**src/rtl/ram_port_arbiter.sv**
```systemverilog
// rtl/ram_port_arbiter.sv - round-robin arbiter sharing one data-RAM port among three requesters
// Optional per-requester grant-cycle counters enabled by ARB_STATS_EN.
module ram_port_arbiter #(
    parameter int ADDR_WIDTH = 12,
    parameter int HOLD_MAX   = 16
) (
    input  logic                      CLK,
    input  logic                      RST_N,
    input  logic [2:0]                req,
    input  logic [2:0]                lock,
    input  logic [2:0]                we_in,
    input  logic [3*ADDR_WIDTH-1:0]   addr_in,
    output logic [2:0]                gnt,
    output logic [ADDR_WIDTH-1:0]     ram_addr,
    output logic                      ram_we,
    output logic                      ram_oe,
    output logic                      busy
`ifdef ARB_STATS_EN
    ,
    output logic [47:0]               stats
`endif
);

    typedef enum logic [1:0] {IDLE, GRANT, TURN} state_t;

    localparam logic [7:0] HOLD_LAST = 8'(HOLD_MAX - 1);

    state_t     state_q, state_d;
    logic [2:0] gnt_q, gnt_d;
    logic [1:0] rr_ptr_q, rr_ptr_d;
    logic [7:0] tenure_q, tenure_d;

    logic [1:0] owner;
    logic [1:0] cand0, cand1, cand2;
    logic [1:0] winner;
    logic       owner_done;

    assign owner = gnt_q[1] ? 2'd1 : (gnt_q[2] ? 2'd2 : 2'd0);

    // Search order starts at rr_ptr and wraps 2 -> 0.
    assign cand0 = rr_ptr_q;
    assign cand1 = (cand0 == 2'd2) ? 2'd0 : cand0 + 2'd1;
    assign cand2 = (cand1 == 2'd2) ? 2'd0 : cand1 + 2'd1;

    always_comb begin
        winner = cand0;
        if (req[cand0])      winner = cand0;
        else if (req[cand1]) winner = cand1;
        else if (req[cand2]) winner = cand2;
    end

    assign owner_done = !req[owner] || (!lock[owner] && tenure_q == HOLD_LAST);

    always_comb begin
        state_d  = state_q;
        gnt_d    = gnt_q;
        rr_ptr_d = rr_ptr_q;
        tenure_d = tenure_q;
        case (state_q)
            IDLE: begin
                if (|req) begin
                    gnt_d    = 3'b001 << winner;
                    tenure_d = 8'd0;
                    state_d  = GRANT;
                end
            end
            GRANT: begin
                if (tenure_q != 8'hFF) tenure_d = tenure_q + 8'd1;
                if (owner_done) begin
                    gnt_d    = 3'b000;
                    rr_ptr_d = (owner == 2'd2) ? 2'd0 : owner + 2'd1;
                    state_d  = TURN;
                end
            end
            TURN: begin
                gnt_d   = 3'b000;
                state_d = IDLE;
            end
            default: begin
                gnt_d   = 3'b000;
                state_d = IDLE;
            end
        endcase
    end

    always_ff @(posedge CLK or negedge RST_N) begin
        if (!RST_N) begin
            state_q  <= IDLE;
            gnt_q    <= 3'b000;
            rr_ptr_q <= 2'd0;
            tenure_q <= 8'd0;
        end else begin
            state_q  <= state_d;
            gnt_q    <= gnt_d;
            rr_ptr_q <= rr_ptr_d;
            tenure_q <= tenure_d;
        end
    end

    // Datapath follows the registered grant so the RAM sees a clean owner change.
    logic [ADDR_WIDTH-1:0] owner_addr;
    always_comb begin
        case (owner)
            2'd1:    owner_addr = addr_in[1*ADDR_WIDTH +: ADDR_WIDTH];
            2'd2:    owner_addr = addr_in[2*ADDR_WIDTH +: ADDR_WIDTH];
            default: owner_addr = addr_in[0 +: ADDR_WIDTH];
        endcase
    end

    assign gnt      = gnt_q;
    assign ram_addr = (|gnt_q) ? owner_addr : '0;
    assign ram_we   = (|gnt_q) &  we_in[owner];
    assign ram_oe   = (|gnt_q) & ~we_in[owner];
    assign busy     = (state_q != IDLE);

`ifdef ARB_STATS_EN
    logic [15:0] cnt_q [3];
    for (genvar i = 0; i < 3; i++) begin : g_stats
        always_ff @(posedge CLK or negedge RST_N) begin
            if (!RST_N)
                cnt_q[i] <= 16'd0;
            else if (gnt_q[i] && cnt_q[i] != 16'hFFFF)
                cnt_q[i] <= cnt_q[i] + 16'd1;
        end
        assign stats[i*16 +: 16] = cnt_q[i];
    end
`endif

endmodule
```
**config.mk**
```make
export PLATFORM = sky130hd
export DESIGN_NAME = ram_port_arbiter
export DESIGN_NICKNAME = d
export VERILOG_FILES = /design/src/rtl/ram_port_arbiter.sv
export SDC_FILE = /design/constraint.sdc
export NUM_CORES = 1
export LEC_CHECK = 0
export CELL_PAD_IN_SITES_DETAIL_PLACEMENT = 1
export CELL_PAD_IN_SITES_GLOBAL_PLACEMENT = 2
export CORE_MARGIN = 10
export CORE_UTILIZATION = 34
export DETAILED_ROUTE_END_ITERATION = 8
export DONT_BUFFER_PORTS = 1
export HOLD_SLACK_MARGIN = 0.02
export PLACE_DENSITY_LB_ADDON = 0.1
export SETUP_SLACK_MARGIN = 0.5
export SYNTH_ARGS = -nofsm -noshare
export SYNTH_HDL_FRONTEND = slang
export SYNTH_SLANG_ARGS = --single-unit
```
**constraint.sdc**
```tcl
create_clock -name CLK -period 4.4 [get_ports CLK]
set_clock_uncertainty 0.15 [all_clocks]
set_input_delay 0.88 -clock CLK [delete_from_list [all_inputs] [get_ports CLK]]
set_output_delay 0.88 -clock CLK [all_outputs]
set_load 0.005 [all_outputs]
```
== Word level (Yosys, flattened, before mapping) ==
Index checks and enable logic that the tools add are counted.
Widths: inputs -> output; s select.
Storage, ports and cells
  register bits after elaboration: 15
  input port bits: 47
  output and inout port bits: 18
  word-level logic and storage cells: 69
Cells by class
  $add $sub $neg: 4
  magnitude comparators: 4
  equal/unequal tests: 10
  shifts and indexed selects: 1
  mux-type cells: 31
  bitwise operators: 3
  reduce and logical (&&, ||, !) cells: 12
Operators with widths (count)
  $pmux 12 s2: 1
  $mux 2: 10
  $mux 8: 2
  $pmux 8 s2: 1
  $bmux 1 s2: 6
  $lt 2x3->1 const B: 4
  $mux 12: 1
  $add 8x1->8 const B: 1
  $eq 8x4->1 const B: 1
  $ne 8x8->1 const B: 1
  $add 2x1->2 const B: 3
  $eq 2x2->1 const B: 3
  $mux 1: 6
  $mux 3: 2
  $ne 2x2->1 const B: 3
  $pmux 3 s2: 1
  $reduce_or 3->1: 2
  $eq 2x1->1 const B: 2
  $pmux 2 s2: 1
  $reduce_and 2->1: 2
  $reduce_bool 2->1: 2
  $reduce_and 3->1: 1
  $shl 1x2->3 const A: 1
  $and 1x1->1: 2
  other kinds (5): 6

== Depth between registers and ports, before layout ==
  word-level depth: 12
  mapped depth: 6
  gate-level depth less buffers: 5

== Worst setup path before layout ==
Ideal clock, no wire load.
  kind: flip-flop to output port
  start: register gnt_q[2] (netlist: gnt[2])
  end: output ram_addr[2]
  arrival: 1310 ps
  data required time: 3370 ps
  path slack: 2060 ps
  stages on the path, launching flop included: 6
  path buffers: 2
  cell sequence: dfrtp_1 buf_2 nor2_1 clkbuf_1 a22oi_1 o21ai_0
On the way
  longest elaborated chain between the ends: 5
  elaborated cells on any way between the ends: 7
  classes of those cells: 2 x eq/ne; 4 x mux; 1 x reduce/logical
RTL lines
  from (decl): RTL line 29  | logic [2:0] gnt_q, gnt_d;
  from (signal assigned): RTL line 94  | gnt_q <= gnt_d;
  $mux 2 (2 in a row): RTL line 38  | assign owner = gnt_q[1] ? 2'd1 : (gnt_q[2] ? 2'd2 : 2'd0);
  $eq 2x2->1 / $eq 2x1->1 (equally long branches): RTL line 103  | case (owner)
  $pmux 12 s2: RTL line 103
  $mux 12 (*): RTL line 111  | assign ram_addr = (|gnt_q) ? owner_addr : '0;
  to (decl): RTL line 14  | output logic [ADDR_WIDTH-1:0] ram_addr,
Mark *: on every way between the ends. The rest lies on a longest branch, timed or not.

== Final worst setup path ==
  start: register gnt_q[2] (netlist: gnt[2])
  end: output ram_addr[0]
The elaborated chain is that of the path after synthesis.

==> flow_metrics.tcl <==
set metrics [dict create \
    maxUsedRoutingLayer "met4" \
    num-nets-final 201 \
    rsz0062_at_grt "no" \
    cp.required_ns 3.37 \
    synth-edff-count 0 \
    placed_area_um2 1220 \
    core_area_um2 3360 \
    drive_gt1_share_pct 7.24 \
    worst_pin_slew_ns 0.960 \
    grt_max_degree 36 \
    overflow 0 \
    crit_chain "nor2_1 > a22oi_1 > o21ai_0" \
    drc 0 \
    fin_crit_ns 3.19 \
    design_area_um2 1250 \
    yosysUniqueCellTypes 36 \
    ys.warnings.count 0 \
    syn_inst 156 \
    seqPwrFrac_pct 41.2 \
    n_antenna_cell 0 \
    fp-row-count 21 \
    h-tree-depth 1 \
    fillers 426 \
    wl_met3_um 491 \
    tns_ns 0 \
    dieWidth_um 79.4 \
    start_kind "flop" \
    start_util_pct 35.7 \
    cellPowerDensity_nw_per_um2 529 \
    hpwl_um 3200 \
    grt_use_total_pct 11.9 \
    worst_ir_drop_vdd_mv 0.377 \
    ioPinCount 65 \
    p_sw_w 0.000330 \
    cts_post_setup_buffers_inserted 0 \
    p_clk_share_pct 12.7 \
    antenna_found_initial 0 \
    clockBufferDepth 2 \
    area_delta_synth_final_pct 4.27 \
    syn_avg_cell_area_um2 7.70 \
    p_int_w 0.000332 \
    setup-violations-final 0 \
    cpPeakStageDelay_ns 0.76 \
    ys.flop_type "dfrtp_1" \
    postCtsHoldBufs 0 \
    path_max_fanout 20 \
    cts.sinks 15 \
    numCtsBuffers 3 \
    min_period_over_period_pct 72.4 \
    drv_cap 0 \
    ys_async_sr_fraction_pct 100 \
    wl_per_cell_um 20.1 \
    routed_wirelength_um 3990 \
    dr.pass1.iters 4 \
    min_path_type "primary input to async pin" \
    wl_met2_um 1810 \
    io_buffers 0 \
    pre_cts_ws_ns 1.53 \
    worst_ep_arrival_time_ns 2.16 \
    p_leak_nw 0.454 \
    die_area_um2 6310 \
    tritoncts "built" \
    drt_iter0_drc 51 \
    comb_power_share_pct 46.2 \
    synth-seq-cells 15 \
    slew_viol_final 0 \
    wl_met1_um 1660 \
    setup_ws_ns 1.21 \
    critPathSlowestCell "nor2_1" \
    vias_per_cell 6.22 \
    clkSlewWorstSetupHoldPaths_ns 0.10 \
    synth_area_um2 1200 \
    die_h_um 79.4 \
    status "completed" \
    postRouteAntennaNets 0 \
    vias 1231 \
    grt_pass1_wl_um 6220 \
    grt_pass1_vias 1195 \
    place.gp.congestion 0.786 \
    ys_seq_area_share_pct 31.3 \
    switching_share_pct 49.9 \
    slew-limit-headroom_pct 36.0 \
    synth_nets 204 \
    fmax_mhz 314 \
    cts_root_buf "clkbuf_4" \
    finalHoldViolCount 0 \
    insertion_delay_ns 0.29 \
    cts-resized-gates 0 \
    cp-end-kind "output pin" \
    path_class "flop to output pin" \
]
[placed cells by master (no fill, tap or decap), types with 2 or more instances in the layout]
master	n
mux2i_1	4
nor2_1	7
nor3_1	2
mux2_2	2
nor3_2	2
o21ai_0	20
and3_1	2
a21o_1	2
nor2b_1	3
a21oi_1	5
o41ai_1	2
o211ai_1	5
a22oi_1	12
o31ai_1	2
clkbuf_4	3
nand3_1	12
dfrtp_1	15
inv_1	11
or4_1	2
nand2b_1	4
nand2_1	21
[registers in the layout (all words and copies together), names as in the netlist]
name / cells
cand0: 2
gnt: 3
tenure_q: 8
state_q: 2
[stage by stage]
| step | util (%) | hold WS [ns] | instances | power, W |
|---|---|---|---|---|
| 2_1_floorplan | - | 0.327 | 156 | 0.000506 |
| 3_3_place_gp | 36.4 | 0.348 | 194 | 0.000573 |
| 3_5_place_dp | 36.4 | 0.371 | 194 | 0.000587 |
| 4_1_cts | 37.2 | 0.104 | 198 | 0.000672 |
| 5_1_grt | 37.2 | 0.0946 | 198 | 0.000728 |
| 6_report | 37.2 | 0.114 | 198 | 0.000662 |
[power by group through the flow]
stage / Combinational [W] / Sequential (W) / Clock [W]
global placement: 0.000303 / 0.000269 / 0
detailed placement: 0.000310 / 0.000278 / 0
CTS: 0.000311 / 0.000274 / 0.0000875
finish: 0.000306 / 0.000273 / 0.0000839
global route: 0.000349 / 0.000286 / 0.0000922
floorplan: 0.000295 / 0.000211 / 0
[layout make-up]
type                            count  area (um^2)  area share, %
Multi-Input combinational cell    122          751           59.9
Sequential cell                    15          375           30.0
Tap cell                           46         57.6           4.60
Inverter                           11         41.3           3.30
Clock buffer                        3         22.5           1.80
Clock inverter                      1         5.00          0.400
[worst max-delay path, delay by kind of cell, from the launching register on]
kind	cells	cell delay [ns]
AO/OA/AOI/OAI	2	0.44
AND/OR/NAND/NOR	1	0.76
flip-flops	1	0.66
[cells by family after synthesis]
kind of cell / after synthesis / synth area share, %
DFF: 15 / 31.3
buffers and inverters: 19 / 6.25
and+or+nand+nor: 59 / 24.9
adders and majority gates: 1 / 1.04
muxes: 6 / 5.21
AOI/OAI and AO/OA: 56 / 31.4
[worst paths after layout]
kind | from | end | slack [ns] | depth (start not counted)
setup reg to reg | gnt[1] | cand0[0] | 2.07 | 3
setup / recovery | gnt[2] | ram_addr[0] | 1.21 | 3
min in group CLK | tenure_q[0] | tenure_q[0] | 0.38 | 1
hold / removal | RST_N | gnt[2] | 0.11 | 0
hold reg to reg | tenure_q[0] | tenure_q[0] | 0.38 | 1
max in group asynchronous | RST_N | tenure_q[6] | 3.91 | 0
[metal layers]
layer / up-vias / track usage (%)
met1: 600 / 13.4
met2: 53 / 19.3
met4: 0 / 3.23
met3: 4 / 5.97
met5: - / 0
li1: 574 / -
[Yosys cell counts (2+ instances only)]
master,instances,area share [%]
nand2_1,21,6.6
o21ai_0,20,8.3
dfrtp_1,15,31
a22oi_1,12,7.5
nand3_1,12,5.0
inv_1,11,3.4
nor2_1,7,2.2
a21oi_1,5,2.1
clkbuf_1,5,1.6
o211ai_1,5,3.1
mux2i_1,4,3.3
nand2b_1,4,2.1
nor2b_1,3,1.6
a21o_1,2,1.2
and3_1,2,1.0
buf_2,2,0.83
mux2_2,2,1.9
nor3_1,2,0.83
nor3_2,2,1.7
o31ai_1,2,1.2
o41ai_1,2,1.5
or4_1,2,1.2
Power figures use the tool's default switching activity.
